[config.mk]
export PLATFORM = sky130hd
export DESIGN_NAME = quadrature_decoder
export DESIGN_NICKNAME = d
export VERILOG_FILES = /design/src/rtl/qdec_pkg.sv /design/src/rtl/qdec_input_filter.sv /design/src/rtl/quadrature_decoder.sv
export SDC_FILE = /design/constraint.sdc
export NUM_CORES = 1
export LEC_CHECK = 0
export BUFFER_PORTS_ARGS = -buffer_cell sky130_fd_sc_hd__clkbuf_2
export CAP_MARGIN = 20
export CORE_AREA = 2 2 39 41
export CTS_BUF_LIST = sky130_fd_sc_hd__clkbuf_2 sky130_fd_sc_hd__clkbuf_4 sky130_fd_sc_hd__clkbuf_8
export DETAILED_ROUTE_END_ITERATION = 8
export DIE_AREA = 0 0 41 43
export MAX_ROUTING_LAYER = met4
export PLACE_DENSITY = 0.68
export SYNTH_ARGS = -nofsm -noshare
export SYNTH_HDL_FRONTEND = slang
export SYNTH_SLANG_ARGS = --single-unit
export TNS_END_PERCENT = 10
[constraint.sdc]
create_clock -name clk -period 2.2 [get_ports clk]
set_input_delay 0.22 -clock clk [delete_from_list [all_inputs] [get_ports clk]]
set_output_delay 0.22 -clock clk [all_outputs]
set_load 0.05 [all_outputs]
[src/rtl/qdec_pkg.sv]
// Shared quadrature state encoding ({A,B}) and the up-order successor helper
// used by the decoder and its input filter.
package qdec_pkg;

    typedef logic [1:0] qstate_t;

    localparam qstate_t QS_00 = 2'b00;
    localparam qstate_t QS_10 = 2'b10;
    localparam qstate_t QS_11 = 2'b11;
    localparam qstate_t QS_01 = 2'b01;

    localparam int unsigned FILTER_LEN_MAX = 32'd16;

    // Up order is 00 -> 10 -> 11 -> 01 -> 00; down is the same walk reversed.
    function automatic qstate_t qdec_next_up(input qstate_t state);
        qstate_t nxt;
        case (state)
            QS_00:   nxt = QS_10;
            QS_10:   nxt = QS_11;
            QS_11:   nxt = QS_01;
            QS_01:   nxt = QS_00;
            default: nxt = QS_00;
        endcase
        return nxt;
    endfunction

endpackage

[src/rtl/qdec_input_filter.sv]
// Two-flop synchroniser plus stability filter for the 2-bit {A,B} encoder lines;
// strobes o_accept on the edge where a new level has held FILTER_LEN samples.
module qdec_input_filter
    import qdec_pkg::*;
#(
    parameter int unsigned FILTER_LEN = 32'd4
)
(
    input  logic    clk,
    input  logic    reset_n,
    input  qstate_t i_raw,
    output qstate_t o_sync,
    output logic    o_sync_vld,
    output qstate_t o_filt,
    output logic    o_accept
);

    localparam int unsigned CW = $clog2(FILTER_LEN + 32'd1);
    localparam logic [CW-1:0] LAST = CW'(FILTER_LEN - 32'd1);

    qstate_t       r_meta;
    qstate_t       r_sync;
    qstate_t       r_sync_prev;
    qstate_t       r_filt;
    logic [CW-1:0] r_cnt;
    logic [1:0]    r_fill;
    logic [CW-1:0] w_run;
    logic          w_accept;

    // Run length of the current sync value, counting this edge as sample zero.
    always_comb begin
        w_run    = '0;
        w_accept = 1'b0;
        if (r_sync == r_sync_prev) begin
            w_run = r_cnt + CW'(1);
        end else begin
            w_run = '0;
        end
        w_accept = (r_sync != r_filt) && (w_run == LAST);
    end

    // Synchroniser, fill tracker, stability counter and filtered state.
    always_ff @(posedge clk or negedge reset_n) begin
        if (!reset_n) begin
            r_meta      <= QS_00;
            r_sync      <= QS_00;
            r_sync_prev <= QS_00;
            r_filt      <= QS_00;
            r_cnt       <= '0;
            r_fill      <= 2'b00;
        end else begin
            r_meta      <= i_raw;
            r_sync      <= r_meta;
            r_sync_prev <= r_sync;
            r_fill      <= {r_fill[0], 1'b1};
            r_cnt       <= (r_sync == r_filt) ? '0 : w_run;
            if (w_accept) begin
                r_filt <= r_sync;
            end
        end
    end

    assign o_sync     = r_sync;
    // Sync holds a genuinely sampled level only once both flops refilled after reset.
    assign o_sync_vld = r_fill[1];
    assign o_filt     = r_filt;
    assign o_accept   = w_accept;

endmodule

[src/rtl/quadrature_decoder.sv]
// Quadrature encoder front end: filtered {A,B} decode into step_en/step_up with a
// sticky illegal-transition flag. Define QDEC_X4_EN for x4 decoding (default x1).
module quadrature_decoder
    import qdec_pkg::*;
#(
    parameter int unsigned FILTER_LEN = 32'd4
)
(
    input  logic clk,
    input  logic reset_n,
    input  logic a_in,
    input  logic b_in,
    input  logic err_clr,
    output logic step_en,
    output logic step_up,
    output logic err
);

    qstate_t w_sync;
    qstate_t w_filt;
    logic    w_sync_vld;
    logic    w_accept;
    logic    w_is_up;
    logic    w_is_down;
    logic    w_counts;
    logic    w_step;
    logic    w_illegal;
    logic    r_init_done;

    qdec_input_filter #(
        .FILTER_LEN (FILTER_LEN)
    ) u_filter (
        .clk        (clk),
        .reset_n    (reset_n),
        .i_raw      ({a_in, b_in}),
        .o_sync     (w_sync),
        .o_sync_vld (w_sync_vld),
        .o_filt     (w_filt),
        .o_accept   (w_accept)
    );

    // Classify the accepted transition from the old filtered state to the new one.
    always_comb begin
        w_is_up   = (w_sync == qdec_next_up(w_filt));
        w_is_down = (w_filt == qdec_next_up(w_sync));
`ifdef QDEC_X4_EN
        w_counts  = 1'b1;
`else
        // x1: only arrivals at 00 count, so one step per full encoder cycle.
        w_counts  = (w_sync == QS_00);
`endif
        w_step    = w_accept && r_init_done && (w_is_up || w_is_down) && w_counts;
        w_illegal = w_accept && r_init_done && !w_is_up && !w_is_down;
    end

    // Initial capture, registered step outputs and the sticky error flag.
    always_ff @(posedge clk or negedge reset_n) begin
        if (!reset_n) begin
            r_init_done <= 1'b0;
            step_en     <= 1'b0;
            step_up     <= 1'b0;
            err         <= 1'b0;
        end else begin
            if (!r_init_done && (w_accept || (w_sync_vld && (w_sync == QS_00)))) begin
                r_init_done <= 1'b1;
            end
            step_en <= w_step;
            if (w_step) begin
                step_up <= w_is_up;
            end
            if (w_illegal) begin
                err <= 1'b1;
            end else if (err_clr) begin
                err <= 1'b0;
            end
        end
    end

endmodule

==> results.sh <==
export IMPL_clock_latency_ps=290
export IMPL_drtAntennaViolNets=0
export IMPL_grt_setup_unrepaired="no"
export IMPL_drc=0
export IMPL_hold_viol_final=0
export IMPL_r2r_start="u_filter.o_sync[0]$_DFF_PN0_"
export IMPL_cp_cell_sequence="xnor2_1, a211o_1, nand3b_4, mux2_4"
export IMPL_seq_area_frac_synth_pct=66.3
export IMPL_clk_pin_slew_ps=90
export IMPL_max_stage_delay_ps=450
export IMPL_grt_start_max_net_pins=18
export IMPL_cts_max_level=1
export IMPL_fmax_mhz=612
export IMPL_syn_mean_instance_area_um2=13.4
export IMPL_design_core_area_mm2=0.00138
export IMPL_pwr_density_cell_mw_per_mm2=968
export IMPL_cap_violations=0
export IMPL_synth_most_common_cell="dfrtp_1"
export IMPL_combPwrFrac_pct=24.2
export IMPL_holdPathEnd="u_filter.r_meta[1]$_DFF_PN0_"
export IMPL_async_flop_share_pct=100
export IMPL_finalClockSkew_ps=0.896
export IMPL_p_leak_nw=0.351
export IMPL_setup_viol_count_final=0
export IMPL_num_nets_final=67
export IMPL_hpwl_um=622
export IMPL_grt_usage_pct=12.8
export IMPL_die_area_mm2=0.00176
export IMPL_io_buffers=7
export IMPL_cp_required_ps=2390
export IMPL_fp_row_count=14
export IMPL_dr_first_iter_drc_count=3
export IMPL_cts_tree="yes"
export IMPL_clock_sinks=17
export IMPL_yosys_area_top_type_share_pct=66.3
export IMPL_power_clock_fraction_pct=22.9
export IMPL_yosys_warnings=0
export IMPL_slew_viol_final=0
export IMPL_fp_dieW_um=41
export IMPL_cp_slowest_cell="dfrtp_1"
export IMPL_via_per_inst=4.72
export IMPL_postCtsSetupRepairBufs=0
export IMPL_period_needed_ps=1630
export IMPL_p_seq_share_pct=52.8
export IMPL_hold_ws_ps=28.1
export IMPL_final_core_util_pct=53.1
export IMPL_p_switching_mw=0.213
export IMPL_fin_tns_setup_ps=0
export IMPL_numCtsBuffers=3
export IMPL_place_inst=71
export IMPL_synth_edf_count=0
export IMPL_ys_ff_latch=17
export IMPL_critical_path_buf_inv_count=0
export IMPL_worstPathMaxFanout=6
export IMPL_finalCritPeriodShare_pct=74.3
export IMPL_cts_root_buffer="clkbuf_4"
export IMPL_drt_total_wl_um=846
export IMPL_r2r_cells=4
export IMPL_drive_above_1_share_pct=23.3
export IMPL_sw_frac_of_total_pct=29.9
export IMPL_reg2reg_to="u_filter.o_filt[0]$_DFFE_PN0N_"
export IMPL_yosys_most_used_dff="dfrtp_1"
export IMPL_peakVddDrop_mv=0.394
export IMPL_synth_commonest_cells="dfrtp_1, nor2_1, xnor2_1"
export IMPL_critPathKind="flip-flop to flip-flop"
export IMPL_antenna_found_initial=0
export IMPL_antenna_cells=0
export IMPL_path_delay_family="flip-flops"
export IMPL_syn2layout_area_growth_pct=14.4
export IMPL_synth_area_top_cells="dfrtp_1, xnor2_1, mux2_4, nand3b_4, nor2_1"
export IMPL_synth_cell_types=18
export IMPL_drt_pass1_iterations=3
export IMPL_netlist_instances=48
export IMPL_num_vias=359
export IMPL_grt_pass1_vias=358
export IMPL_die_h_um=43
export IMPL_synth_top_area_cell="dfrtp_1"
export IMPL_hold_start="a_in"
export IMPL_synth_net_count=54
export IMPL_p_int_mw=0.498
export IMPL_fill_cells=131
export IMPL_gp_congestion=0.728
export IMPL_clockBufferDepth=2
export IMPL_start_util_pct=46.4
export IMPL_grt_overflow=0
export IMPL_worstSetupStartpointType="flip-flop"
export IMPL_r2r_slack_ps=570
export IMPL_status="complete, no violations"
export IMPL_wl_per_cell_um=11.1
export IMPL_stdcell_count=76
export IMPL_hp_class="primary input to flip-flop"
export IMPL_grt_pass1_wl_mm=1.37
export IMPL_syn_area_um2=642
export IMPL_hold_depth=1
export IMPL_worstPathArrival_ps=1820
export IMPL_cp_end_kind="flip-flop"
export IMPL_ioPinCount=8
-- placed cells by master (no fill, tap or decap), drive strengths merged --
cell,instances
o22ai,1
dfrtp,17
clkbuf,10
dlygate4sd3,1
nand2,3
a21oi,1
ha,1
a211o,1
clkinv,1
xor2,2
nand4,1
o21ai,2
o211ai,1
or2,1
inv,3
nor2b,1
nor2,5
conb,1
xnor2,4
mux2,2
nand3b,1
-- metrics by stage --
step | setup WS (ps) | cell area [µm²] | total power, mW
6_report | 565 | 734 | 0.711
3_5_place_dp | 580 | 697 | 0.555
4_1_cts | 562 | 734 | 0.722
3_3_place_gp | 620 | 697 | 0.548
5_1_grt | 487 | 734 | 0.750
2_1_floorplan | 669 | 642 | 0.516
-- area by class of cell --
class                      instances  area (µm²)  share of cell area [%]
multi-input combinational         28         205                    27.9
clock buffer                       3        22.5                    3.07
clock inverter                     1        5.00                   0.681
tap                               16        20.0                    2.73
sequential                        17         425                    57.9
timing repair buffer               8        45.0                    6.13
inverter                           3        11.3                    1.53
-- power groups by stage --
stage                     logic [mW]  clock network (mW)  registers (mW)
final                          0.172               0.163           0.376
after CTS                      0.174               0.171           0.377
after global placement         0.166                   0           0.382
after floorplan                0.128                   0           0.388
after detailed placement       0.171                   0           0.384
after global routing           0.189               0.180           0.381
-- per-layer routing --
layer / part of all wire (%) / track usage, %
met1: 46 / 14.4
met4: 4.7 / 12.0
met3: 5.1 / 3.14
met5: 0 / -
met2: 44 / 17.5
-- kinds of logic after synthesis --
family / Yosys count / synth area share, %
flops: 17 / 66.3
xor+xnor: 6 / 8.19
mux: 2 / 4.68
simple gates: 12 / 10.7
fa+ha+maj: 1 / 1.95
other cells: 1 / 0.584
buf+inv: 3 / 1.75
compound gates: 6 / 5.85
-- how the worst max path moves through the flow --
stage,from,endpoint,slack (ps),depth (start not counted)
6_report,u_filter.o_sync[0]$_DFF_PN0_,u_filter.o_filt[0]$_DFFE_PN0N_,570,4
5_1_grt,u_filter.r_cnt[0]$_DFF_PN0_,step_up$_DFFE_PN0P_,490,5
4_1_cts,u_filter.o_sync[0]$_DFF_PN0_,u_filter.o_filt[0]$_DFFE_PN0N_,560,4
3_5_place_dp,u_filter.o_sync[0]$_DFF_PN0_,u_filter.o_filt[0]$_DFFE_PN0N_,580,4
3_3_place_gp,u_filter.r_cnt[0]$_DFF_PN0_,step_up$_DFFE_PN0P_,620,5
2_1_floorplan,u_filter.o_sync[0]$_DFF_PN0_,u_filter.o_filt[0]$_DFFE_PN0N_,670,4
-- timing repair --
action,4_1_cts,5_1_grt
endpoints found under the hold margin,17,0
hold buffers,1,0
gates resized for setup,0,0
-- state kept, by name, summed over array words and instances, names as in the netlist --
signal                flops
err                       1
r_init_done               1
step_en                   1
step_up                   1
u_filter.o_filt           2
u_filter.o_sync           2
u_filter.r_cnt            3
u_filter.r_fill           2
u_filter.r_meta           2
u_filter.r_sync_prev      2
No activity file was read; power rests on OpenSTA's default activity.
